<file path="config.mk">
export PLATFORM = sky130hd
export DESIGN_NAME = exu_oitf
export DESIGN_NICKNAME = d
export VERILOG_FILES = /design/src/rtl/exu_oitf.sv
export SDC_FILE = /design/constraint.sdc
export NUM_CORES = 1
export LEC_CHECK = 0
export BUFFER_PORTS_ARGS = -buffer_cell sky130_fd_sc_hd__buf_2
export CORE_MARGIN = 2
export CORE_UTILIZATION = 35
export DETAILED_ROUTE_END_ITERATION = 10
export SYNTH_ARGS = -nofsm -noshare
export SYNTH_HDL_FRONTEND = slang
export SYNTH_SLANG_ARGS = --single-unit
</file>
<file path="constraint.sdc">
create_clock -name clk -period 2.3 [get_ports clk]
set_input_delay 0.345 -clock clk [delete_from_list [all_inputs] [get_ports clk]]
set_output_delay 0.345 -clock clk [all_outputs]
set_load 0.03 [all_outputs]
</file>
<file path="src/rtl/exu_oitf.sv">
// exu_oitf: outstanding instruction track FIFO for long-pipe (load/store) instructions
// Ports: clk, rst (async active-high)
//   dispatch   : dis_ena, dis_ready, dis_rdwen, dis_rdidx, dis_ptr
//   hazard     : disp_rs1idx/rs2idx, disp_rs1en/rs2en -> oitfrd_match_rs1/rs2/rd
//   retire     : oitf_ret_ena, oitf_ret_ptr, oitf_ret_rdwen, oitf_ret_rdidx, oitf_empty
// Option: define OITF_FULL_BYPASS_EN to let a full FIFO accept an allocation into
//   the slot freed by a same-cycle retire.
`ifndef ITAG_WIDTH
`define ITAG_WIDTH 2
`endif
`ifndef RFIDX_WIDTH
`define RFIDX_WIDTH 5
`endif
module exu_oitf #(
   parameter int OITF_DEPTH = 4
) (
   input  logic                    clk,
   input  logic                    rst,
   input  logic                    dis_ena,
   output logic                    dis_ready,
   input  logic                    dis_rdwen,
   input  logic [`RFIDX_WIDTH-1:0] dis_rdidx,
   output logic [`ITAG_WIDTH-1:0]  dis_ptr,
   input  logic [`RFIDX_WIDTH-1:0] disp_rs1idx,
   input  logic [`RFIDX_WIDTH-1:0] disp_rs2idx,
   input  logic                    disp_rs1en,
   input  logic                    disp_rs2en,
   output logic                    oitfrd_match_rs1,
   output logic                    oitfrd_match_rs2,
   output logic                    oitfrd_match_rd,
   input  logic                    oitf_ret_ena,
   output logic [`ITAG_WIDTH-1:0]  oitf_ret_ptr,
   output logic                    oitf_ret_rdwen,
   output logic [`RFIDX_WIDTH-1:0] oitf_ret_rdidx,
   output logic                    oitf_empty
);
   localparam int AW = `ITAG_WIDTH;
   localparam int RW = `RFIDX_WIDTH;
   logic [OITF_DEPTH-1:0] vld, rdwen;
   logic [RW-1:0]         rdidx [OITF_DEPTH];
   logic [AW-1:0]         alloc_ptr, ret_ptr;
   logic                  alloc_flg, ret_flg;
   logic                  full, alloc_fire, ret_fire, alloc_last, ret_last;
   logic                  m1, m2, md;
   assign oitf_empty = (alloc_ptr == ret_ptr) & (alloc_flg == ret_flg);
   assign full       = (alloc_ptr == ret_ptr) & (alloc_flg != ret_flg);
   assign ret_fire   = oitf_ret_ena & ~oitf_empty;
`ifdef OITF_FULL_BYPASS_EN
   assign dis_ready  = ~full | ret_fire;
`else
   assign dis_ready  = ~full;
`endif
   assign alloc_fire = dis_ena & dis_ready;
   assign alloc_last = alloc_ptr == AW'(OITF_DEPTH - 1);
   assign ret_last   = ret_ptr == AW'(OITF_DEPTH - 1);
   assign dis_ptr        = alloc_ptr;
   assign oitf_ret_ptr   = ret_ptr;
   assign oitf_ret_rdwen = rdwen[ret_ptr];
   assign oitf_ret_rdidx = rdidx[ret_ptr];
   always_ff @(posedge clk or posedge rst) begin
      if (rst) begin
         alloc_ptr <= '0;
         alloc_flg <= 1'b0;
         ret_ptr   <= '0;
         ret_flg   <= 1'b0;
      end else begin
         if (alloc_fire) begin
            alloc_ptr <= alloc_last ? '0 : alloc_ptr + 1'b1;
            alloc_flg <= alloc_flg ^ alloc_last;
         end
         if (ret_fire) begin
            ret_ptr <= ret_last ? '0 : ret_ptr + 1'b1;
            ret_flg <= ret_flg ^ ret_last;
         end
      end
   end
   // Allocation wins on a shared slot: only the full-bypass case can alias
   // alloc_ptr with ret_ptr, and there the new instruction takes the slot.
   always_ff @(posedge clk or posedge rst) begin
      if (rst) begin
         vld   <= '0;
         rdwen <= '0;
         for (int i = 0; i < OITF_DEPTH; i++) rdidx[i] <= '0;
      end else begin
         for (int i = 0; i < OITF_DEPTH; i++) begin
            if (alloc_fire && alloc_ptr == AW'(i)) begin
               vld[i]   <= 1'b1;
               rdwen[i] <= dis_rdwen;
               rdidx[i] <= dis_rdidx;
            end else if (ret_fire && ret_ptr == AW'(i)) begin
               vld[i] <= 1'b0;
            end
         end
      end
   end
   // Hazards look only at registered entries; a same-cycle allocation is not seen.
   always_comb begin
      m1 = 1'b0;
      m2 = 1'b0;
      md = 1'b0;
      for (int i = 0; i < OITF_DEPTH; i++) begin
         m1 = m1 | (vld[i] & rdwen[i] & (rdidx[i] == disp_rs1idx));
         m2 = m2 | (vld[i] & rdwen[i] & (rdidx[i] == disp_rs2idx));
         md = md | (vld[i] & rdwen[i] & (rdidx[i] == dis_rdidx));
      end
   end
   assign oitfrd_match_rs1 = m1 & disp_rs1en;
   assign oitfrd_match_rs2 = m2 & disp_rs2en;
   assign oitfrd_match_rd  = md & dis_rdwen;
endmodule

</file>
==> impl_metrics.toml <==
[run_status]
status = "complete, no violations"

[floorplan]
die_height_um = 86.6
die_x_um = 86.6
pin_count = 37
initial_core_util_pct = 35.7
core_area_sq_mm = 0.00668
rows = 30
dieArea_sq_mm = 0.00750

[clock_network]
cts_resized = 0
cts.sinks = 34
htreeDepth = 2
insertion_delay_ns = 0.28
cts_hold_buf = 0
cts_tree = "yes"
clk_pin_slew_worst_paths_ns = 0.06
post-cts-setup-buffers = 0
cts_made_buffers = 5
clockRootBuffer = "clkbuf_8"
cts.path.max_buffers = 2

[sta]
period_share_pct = 94.5
setup-violations-final = 0
fin_skew_ns = 0.00246
slew_headroom_pct = 70.9
max_slew.worst_pin.slew_ns = 0.437
finalCriticalPeriod_ns = 2.17
rsz0062_at_grt = "false"
slew_viol_final = 0
finalSetupTns_ns = 0
hold_viol_final = 0
clock.fmax_ghz = 0.460

[worst_setup_path]
critPathCaptureType = "primary output"
startpoint_type = "flip-flop"
slowest_delay_ns = 0.60
critPathMaxFanout = 9
path_cells = "buf_4 > mux4_2 > buf_2"
critPathKind = "reg -> out"
cp.required_ns = 1.96
arrival_ns = 1.83
slowest_stage = "dfrtp_1"
critPathBufInv = 2
critPathTopFamily = "flip-flops"

[finish]
syn_to_final_growth_pct = 13.4
antenna_cells = 0
drive_gt1_share_pct = 32.4
nFillCells = 683
final_nets = 282
final_common_cell = "xnor2_1"
layout_common_cells = "52 x xnor2_1, 36 x buf_2, 34 x dfrtp_1, 25 x mux2_2, 14 x xor2_1"

[routing]
drtIter0Drc = 52
first_pass_iters = 4
routed_via_density = 5.06
drc = 0
vias = 1686
drtAntennaViolNets = 0
drt_wl_total_um = 5700
wire_per_inst_um = 17.1

[place]
port_buffers = 36
dp_hpwl_um = 4440
finalWeightedCongestion = 0.736

[flow_run]
maxCapViolCount = 0

[synthesis]
netlist.area_leader.share_pct = 35.6
ys_seq_area_share_pct = 35.6
yosys.area.top_type = "dfrtp_1"
avgSynthCellArea_sq_um = 10.9
syn-num-nets = 250
synth_warnings = 0
synth_area_sq_mm = 0.00239
synth_area_leaders = "dfrtp_1 36%, xnor2_1 19%, mux2_2 12%"
synth_cell_types = 24
synth_seq_cells = 34
synthCells = 220

[global_route]
track_usage_pct = 16.2
grt-ovfl-total = 0
grt_max_degree = 35
antenna_found_initial = 0
first_global_vias = 1742
grt_pass1_wl_um = 9140

[power_and_ir_drop]
ir_worst_vdd_mv = 1.10
finalPower_mw = 4.14
cellPowerDensity_mw_per_mm2 = 1530
cellLeakagePower_nw = 1.12

[hold_path]
min_path_type = "in -> async"
## worst paths after layout
path                                  from                 to  slack (ns)  cells past startpoint
min in group clk                 dis_rdwen           rdwen[3]        0.37                      2
max in group asynchronous              rst           rdwen[1]        1.84                      3
max reg2reg                oitf_ret_ptr[0]           rdidx[3]        0.39                      4
min                                    rst         dis_ptr[0]        0.15                      3
min reg2reg                         vld[0]             vld[0]        0.51                      2
max                        oitf_ret_ptr[0]  oitf_ret_rdidx[2]        0.13                      3
## cells by family after synthesis
| kind of cell | Yosys count | share of synthesized area, % |
|---|---|---|
| XOR/XNOR | 66 | 24.2 |
| AND/OR/NAND/NOR | 45 | 9.64 |
| flip-flops | 34 | 35.6 |
| multiplexers | 31 | 17.6 |
| buffers and inverters | 25 | 4.82 |
| AO/OA/AOI/OAI | 11 | 3.93 |
| adder cells (fa/ha/maj) | 8 | 4.19 |
## stage by stage
stage | util (%) | cell area, sq um | setup WS (ns) | hold WS, ns | cells
after floorplan | - | 2390 | 0.418 | 0.473 | 220
after global placement | 39.2 | 2620 | 0.427 | 0.469 | 325
after detailed placement | 39.2 | 2620 | 0.372 | 0.470 | 325
after CTS | 40.5 | 2710 | 0.100 | 0.165 | 333
after global routing | 40.5 | 2710 | 0.0443 | 0.191 | 333
final | 40.5 | 2710 | 0.128 | 0.149 | 333
## cell usage after synthesis
cell,n
nor3_1,12
buf_1,1
inv_1,11
or3_1,1
mux4_1,1
and3_1,1
clkbuf_1,6
ha_1,8
xnor2_1,52
mux4_2,5
buf_2,5
nand2_2,4
o21ai_0,6
a31o_2,1
a31oi_4,1
xor2_1,14
buf_6,2
nor2_1,2
nand3_1,1
dfrtp_1,34
nand4_1,12
o41a_1,3
nand2_1,12
mux2_2,25
## registers in the layout (all words and copies together) (netlist names)
register	cells
alloc_flg	1
oitf_ret_ptr	2
ret_flg	1
dis_ptr	2
rdwen	4
rdidx	20
vld	4
## worst min-delay path, cell delays in order
cell   delay [ns]
buf_2        0.09
inv_1        0.04
buf_4        0.38
## power by group
part | switching, mW | internal [mW] | total [mW]
clock | 0.202 | 0.241 | 0.443
combinational | 1.18 | 1.08 | 2.27
sequential | 0.522 | 0.909 | 1.43
## metal layers
layer / vias to the layer above / track usage (%) / routed length [um] / share of wire [%]
met5: - / 0 / 0 / 0
met4: 0 / 3.41 / 44 / 0.77
met3: 5 / 2.67 / 227 / 4.0
met2: 35 / 26.9 / 2810 / 49
met1: 840 / 22.2 / 2620 / 46
li1: 806 / - / - / -
## final cells by class
type | instances | area (sq um) | share of cell area (%)
multi-input combinational | 161 | 1420 | 52.5
sequential | 34 | 851 | 31.4
timing repair buffer | 39 | 203 | 7.48
tap | 80 | 100 | 3.70
clock buffer | 7 | 86.3 | 3.19
inverter | 11 | 41.3 | 1.52
clock inverter | 1 | 5.00 | 0.185
Power figures use the tool's default switching activity.
